File: src/rtl/dsp_pack_pkg.sv
// Shared types and constants for the packed SIMD DSP issue stage.
package dsp_pack_pkg;

  localparam int DEFAULT_LANES = 4;
  localparam int DEFAULT_WIDTH = 12;

  typedef enum logic [1:0] {
    ST_FILL  = 2'd0,
    ST_WAIT  = 2'd1,
    ST_DRAIN = 2'd2
  } pack_state_e;

  // Lane index width; never narrower than one bit.
  function automatic int lane_idx_w(input int lanes);
    return (lanes <= 2) ? 1 : $clog2(lanes);
  endfunction

endpackage

File: src/rtl/dsp_pack_lat_pipe.sv
// Valid-only delay line matching the DSP primitive latency; its tap is the result capture strobe.
module dsp_pack_lat_pipe #(
  parameter int DEPTH = 1
) (
  input  logic clock_i,
  input  logic reset_ni,
  input  logic start_i,
  output logic done_o
);

  logic [DEPTH-1:0] pipe_q;

  if (DEPTH == 1) begin : g_one
    always_ff @(posedge clock_i or negedge reset_ni) begin
      if (!reset_ni) pipe_q <= '0;
      else           pipe_q <= start_i;
    end
  end else begin : g_deep
    always_ff @(posedge clock_i or negedge reset_ni) begin
      if (!reset_ni) pipe_q <= '0;
      else           pipe_q <= {pipe_q[DEPTH-2:0], start_i};
    end
  end

  assign done_o = pipe_q[DEPTH-1];

endmodule

File: src/rtl/dsp_simd_packer.sv
// Packs scalar operand pairs into one SIMD vector for the external DSP adder and drains lane results in order.
// Optional issue/padding counters are built when DSP_SIMD_PACKER_STATS_EN is defined.
//
//   state    | meaning
//   ST_FILL  | accepting ops into lanes; idle timer runs while a partial vector is held
//   ST_WAIT  | vector issued, waiting for the DSP result
//   ST_DRAIN | emitting captured lane results 0..n_valid-1
module dsp_simd_packer
  import dsp_pack_pkg::*;
#(
  parameter  int LANES       = DEFAULT_LANES,
  parameter  int WIDTH       = DEFAULT_WIDTH,
  parameter  int TIMEOUT     = 8,
  parameter  int DSP_LATENCY = 1,
  localparam int LW          = lane_idx_w(LANES),
  localparam int VW          = LANES * WIDTH
) (
  input  logic             clock_i,
  input  logic             reset_ni,
  input  logic             in_valid_i,
  output logic             in_ready_o,
  input  logic [WIDTH-1:0] in_a_i,
  input  logic [WIDTH-1:0] in_b_i,
  output logic             vec_valid_o,
  output logic [VW-1:0]    vec_a_o,
  output logic [VW-1:0]    vec_b_o,
  input  logic [VW-1:0]    vec_y_i,
  output logic             out_valid_o,
  input  logic             out_ready_i,
  output logic [WIDTH-1:0] out_y_o,
  output logic [LW-1:0]    out_lane_o
`ifdef DSP_SIMD_PACKER_STATS_EN
  ,
  output logic [31:0]      stat_issued_o,
  output logic [31:0]      stat_padded_o
`endif
);

  localparam int CW = $clog2(LANES + 1);
  localparam int TW = $clog2(TIMEOUT + 1);

  pack_state_e      state_q, state_d;
  logic [CW-1:0]    count_q, count_d;
  logic [CW-1:0]    n_valid_q, n_valid_d;
  logic [TW-1:0]    timer_q, timer_d;
  logic [LW-1:0]    lane_q, lane_d;
  logic [VW-1:0]    vec_a_q, vec_a_d;
  logic [VW-1:0]    vec_b_q, vec_b_d;
  logic [VW-1:0]    res_q, res_d;
  logic             vec_valid_q, vec_valid_d;
  logic             alive_q;
  logic             accept;
  logic             full;
  logic             expire;
  logic             capture;
  logic [WIDTH-1:0] res_lane [LANES];

  dsp_pack_lat_pipe #(
    .DEPTH (DSP_LATENCY)
  ) u_lat_pipe (
    .clock_i  (clock_i),
    .reset_ni (reset_ni),
    .start_i  (vec_valid_q),
    .done_o   (capture)
  );

  // in_ready stays low while reset is held and rises on the first edge after release.
  assign in_ready_o = alive_q && (state_q == ST_FILL);
  assign accept     = in_valid_i && in_ready_o;
  assign full       = accept && (count_q == CW'(LANES - 1));
  assign expire     = !accept && (count_q != '0) && (timer_q == TW'(TIMEOUT - 1));

  always_comb begin
    state_d     = state_q;
    count_d     = count_q;
    n_valid_d   = n_valid_q;
    timer_d     = timer_q;
    lane_d      = lane_q;
    vec_a_d     = vec_a_q;
    vec_b_d     = vec_b_q;
    res_d       = res_q;
    vec_valid_d = 1'b0;

    case (state_q)
      ST_FILL: begin
        if (accept) begin
          for (int i = 0; i < LANES; i++) begin
            if (count_q == CW'(i)) begin
              vec_a_d[i*WIDTH +: WIDTH] = in_a_i;
              vec_b_d[i*WIDTH +: WIDTH] = in_b_i;
            end
          end
          count_d = count_q + CW'(1);
          timer_d = '0;
        end else if (count_q != '0) begin
          timer_d = timer_q + TW'(1);
        end
        // Unfilled lanes are still zero from the last clear, so they go out as padding.
        if (full || expire) begin
          state_d     = ST_WAIT;
          vec_valid_d = 1'b1;
          n_valid_d   = count_d;
        end
      end

      ST_WAIT: begin
        if (capture) begin
          res_d   = vec_y_i;
          lane_d  = '0;
          state_d = ST_DRAIN;
        end
      end

      ST_DRAIN: begin
        if (out_ready_i) begin
          if ((CW'(lane_q) + CW'(1)) == n_valid_q) begin
            state_d = ST_FILL;
            count_d = '0;
            timer_d = '0;
            lane_d  = '0;
            vec_a_d = '0;
            vec_b_d = '0;
            res_d   = '0;
          end else begin
            lane_d = lane_q + LW'(1);
          end
        end
      end

      default: state_d = ST_FILL;
    endcase
  end

  always_ff @(posedge clock_i or negedge reset_ni) begin
    if (!reset_ni) begin
      state_q     <= ST_FILL;
      count_q     <= '0;
      n_valid_q   <= '0;
      timer_q     <= '0;
      lane_q      <= '0;
      vec_a_q     <= '0;
      vec_b_q     <= '0;
      res_q       <= '0;
      vec_valid_q <= 1'b0;
      alive_q     <= 1'b0;
    end else begin
      state_q     <= state_d;
      count_q     <= count_d;
      n_valid_q   <= n_valid_d;
      timer_q     <= timer_d;
      lane_q      <= lane_d;
      vec_a_q     <= vec_a_d;
      vec_b_q     <= vec_b_d;
      res_q       <= res_d;
      vec_valid_q <= vec_valid_d;
      alive_q     <= 1'b1;
    end
  end

  for (genvar g = 0; g < LANES; g++) begin : g_lane
    assign res_lane[g] = res_q[g*WIDTH +: WIDTH];
  end

  assign vec_valid_o = vec_valid_q;
  assign vec_a_o     = vec_a_q;
  assign vec_b_o     = vec_b_q;
  assign out_valid_o = (state_q == ST_DRAIN);
  assign out_y_o     = res_lane[lane_q];
  assign out_lane_o  = lane_q;

`ifdef DSP_SIMD_PACKER_STATS_EN
  logic [31:0] stat_issued_q;
  logic [31:0] stat_padded_q;

  always_ff @(posedge clock_i or negedge reset_ni) begin
    if (!reset_ni) begin
      stat_issued_q <= '0;
      stat_padded_q <= '0;
    end else if (vec_valid_d) begin
      stat_issued_q <= stat_issued_q + 32'd1;
      stat_padded_q <= stat_padded_q + 32'(LANES) - 32'(count_d);
    end
  end

  assign stat_issued_o = stat_issued_q;
  assign stat_padded_o = stat_padded_q;
`endif

endmodule

File: config.mk
export PLATFORM = sky130hd
export DESIGN_NAME = dsp_simd_packer
export DESIGN_NICKNAME = d
export VERILOG_FILES = /design/src/rtl/dsp_pack_pkg.sv /design/src/rtl/dsp_pack_lat_pipe.sv /design/src/rtl/dsp_simd_packer.sv
export SDC_FILE = /design/constraint.sdc
export NUM_CORES = 1
export LEC_CHECK = 0
export CORE_MARGIN = 1.5
export CORE_UTILIZATION = 51
export DETAILED_ROUTE_END_ITERATION = 16
export PLACE_DENSITY = 0.95
export SLEW_MARGIN = 10
export SYNTH_ARGS = -nofsm -noshare
export SYNTH_HDL_FRONTEND = slang
export SYNTH_SLANG_ARGS = --single-unit
File: constraint.sdc
create_clock -name clock_i -period 4.7 [get_ports clock_i]
set_clock_uncertainty 0.05 [all_clocks]
set_input_delay 0.705 -clock clock_i [delete_from_list [all_inputs] [get_ports clock_i]]
set_output_delay 0.705 -clock clock_i [all_outputs]
set_load 0.05 [all_outputs]
==> metrics.md <==
| Metric | Value |
|---|---|
| H-tree depth | `4` |
| Core Area | `around 12000 sq um` |
| Layout Utilization | `about 74%` |
| Post-synth top area share | `between 60% and 70%` |
| Area Overhead vs Synth | `39.7%` |
| DP HPWL | `about 12 mm` |
| Placed insts | `approximately 800` |
| Tightest Pin Transition | `about 1.3 ns` |
| Syn Nets | `about 540` |
| Layout net count | `about 720` |
| Post-Route WL | `around 18 mm` |
| Switching power share of the total | `between 40% and 50%` |
| Worst path arrival time | `between 2 and 3 ns` |
| VDD IR max | `about 0.00059 V` |
| Ys async rst share | `100%` |
| CP endpoint kind | `primary output` |
| CP max stage delay | `between 1 and 1.5 ns` |
| Die width | `~120 um` |
| First-pass GRT wire length | `~28 mm` |
| Syn Std Cell Area | `6460 sq um` |
| CTS Sinks | `roughly 160` |
| Placer Congestion | `approximately 0.89` |
| Critical-path top delay cell | `dfrtp_1` |
| Tmin final | `roughly 3.6 ns` |
| Port Buffer Count | `~190` |
| Num rows | `40` |
| Fin worst setup slack | `around 1.1 ns` |
| Hold Vio Cnt, Final | `0` |
| Area contributors post-synth | `dfrtp_1 (62%), a22o_1 (16%), mux4_2 (4.2%)` |
| Slew HR | `approximately 14%` |
| Initial Utilization | `between 50% and 60%` |
| M2 GR Usage | `roughly 45%` |
| Full die area | `~13000 sq um` |
| Ports | `189` |
| Starting DRC count in detailed routing | `between 300 and 400` |
| Clock Power Share | `roughly a fifth` |
| Leakage | `between 4 and 5 nW` |
| Via density | `approximately 5.9` |
| Startpoint Class | `flop` |
| Reg2Reg Setup Slack | `1.38 ns` |
| Total Neg Setup Slack | `0 ns` |
| Routed Antenna Nets | `0` |
| Primary FF master, synth | `dfrtp_1` |
| Clock Path Buffers | `2` |
| Total CTS buffers | `17` |
| Post-synth EDFFs | `0` |
| Initial antenna violation count | `0` |
| Yosys reg bits | `between 150 and 200` |
| DRC Markers | `0` |
| Pre-CTS WS | `roughly 1.3 ns` |
| Cell Count, Final, Fillers Out | `around 810` |
| Root Buffer | `clkbuf_16` |
| RSZ-0062 raised after global routing | `no` |
| GRT Overall Usage | `~28%` |
| Inserted Diodes | `0` |
| Layout cells sized above 1 | `under 10%` |
| Global routing usage on met3 | `between 10% and 20%` |
| Fmax | `approximately 270 MHz` |
| Power per standard cell area | `about 780 nW/um^2` |
| Register area share after synthesis | `slightly above 60%` |
| Largest area contributor in the netlist | `dfrtp_1` |
| CTS hold repair buffers | `0` |
| Avg Inst Size Synth | `between 10 and 15 sq um` |
| P_int | `3.98 mW` |
| Setup Crit Path Kind | `flop to primary output` |
| Sequential Power Share | `32.6%` |
| Worst EP required | `approximately 4 ns` |
| Most used routing layer | `met2` |
| Crit path max fanout | `33` |
| Worst-path clk slew | `approximately 0.06 ns` |
| Synth unique cells | `between 40 and 50` |
| GR Overflow Total | `0` |
| Vias in the first global route | `roughly 5000` |
| Final setup vio count | `0` |
| Max Slew Vio Count | `0` |
| Largest net degree at the start of global routing | `97` |
| Max_cap viols | `0` |
| Synth warn | `0` |
| Resize count post-CTS | `0` |
| Most common cell in the netlist | `dfrtp_1` |
| Routed via count | `4804` |
| M1 GR Usage | `between 30% and 40%` |
| Clock tree from TritonCTS | `yes` |
| Status | `finished, final reports clean` |
| Worst-Skew Late Latency | `around 0.42 ns` |
| Min-delay worst type | `input pin to asynchronous set/reset pin` |
| Post-CTS Setup Repair Bufs | `0` |
| Combinational share of power | `just under 50%` |
| Height of the chip | `between 100 and 150 um` |
| Mean routed wirelength per cell | `approximately 22 um` |
| Post-synthesis cell count | `roughly 460` |
| Commonest cells in the netlist | `dfrtp_1 (161), a22o_1 (120), nor3b_1 (26), a21o_1 (24), clkbuf_1 (19)` |
| P_sw | `roughly 3 mW` |
| Final total power | `slightly above 7 mW` |
| Cell breakdown of the critical path | `nand2b_1 > inv_1 > clkdlybuf4s50_1` |
| Post-route clock period utilization | `roughly 78%` |
| DRT Pass-1 Iters | `5` |
-- metal layers --
| layer | up-vias | part of all wire [%] | wire [um] |
|---|---|---|---|
| li1 | 2102 | - | - |
| met4 | 0 | 2.1 | 369 |
| met2 | 219 | 48 | 8510 |
| met1 | 2448 | 40 | 7070 |
| met3 | 35 | 10 | 1790 |
| met5 | - | 0 | 0 |
-- power by group through the flow --
stage	sequential [mW]	combinational, mW	clock [mW]
4_1_cts	2.30	3.44	1.35
2_1_floorplan	3.43	1.06	0
3_5_place_dp	2.29	3.42	0
6_report	2.30	3.42	1.34
5_1_grt	2.36	3.57	1.42
3_3_place_gp	2.26	3.35	0
-- metrics by stage --
step	hold WS [ns]	cell area (sq um)
4_1_cts	0.347	9020
3_3_place_gp	0.322	8450
2_1_floorplan	0.359	6460
3_5_place_dp	0.348	8450
6_report	0.314	9020
5_1_grt	0.366	9020
-- cell type report --
type / count / area [sq um]
timing repair buffer: 191 / 1910
fill: 768 / 3140
clock inverter: 8 / 76.3
multi-input combinational: 257 / 2280
inverter: 5 / 18.8
sequential: 161 / 4030
tap: 168 / 210
clock buffer: 24 / 502
-- sequential cells by signal, summed over array words and instances, names as in the netlist --
name               count
count_q                3
vec_a_o               48
u_lat_pipe.done_o      1
state_q                2
vec_valid_o            1
out_lane_o             2
res_q                 48
vec_b_o               48
n_valid_q              3
timer_q                4
alive_q                1
-- final timing paths --
kind	start	endpoint	cells after the start
setup / recovery	state_q[1]	out_valid_o	3
hold / removal	reset_ni	res_q[12]	1
setup reg to reg	state_q[1]	vec_a_o[2]	5
hold reg to reg	vec_valid_o	u_lat_pipe.done_o	0
max in group asynchronous	reset_ni	vec_a_o[33]	2
min in group clock_i	vec_valid_o	u_lat_pipe.done_o	0
-- critical path: cells and delay by family (launching register included) --
| family | cells | cell delay, ns |
|---|---|---|
| and+or+nand+nor | 1 | 0.33 |
| buffers and inverters | 2 | 1.02 |
| DFF | 1 | 1.11 |
-- logic make-up after synthesis --
kind of cell	after synthesis	synth area share, %
AOI/OAI and AO/OA	165	21.3
xor gates and xnor gates	4	0.542
adders and majority gates	7	1.36
buffers and inverters	40	2.77
DFF	161	62.4
muxes	17	5.04
other	1	0.0581
and+or+nand+nor	63	6.57
-- layout by cell type, fill, tap and decap left out, types with 2 or more instances in the layout --
cell	count
a21o_1	24
a21oi_1	2
a22o_1	120
and3_1	2
buf_4	3
clkbuf_1	2
clkbuf_16	17
clkbuf_8	5
clkdlybuf4s50_1	187
clkinv_2	3
clkinvlp_4	3
dfrtp_1	161
ha_1	7
inv_1	5
mux2_2	4
mux4_2	12
nand2_1	10
nand2b_1	5
nor2_1	2
nor2_2	3
nor2b_1	2
nor3b_1	26
o21ai_0	3
o21ai_2	2
o22ai_1	2
o31ai_1	3
or2_2	2
xnor2_1	2
xor2_1	2
(Power assumes the default switching activity.)
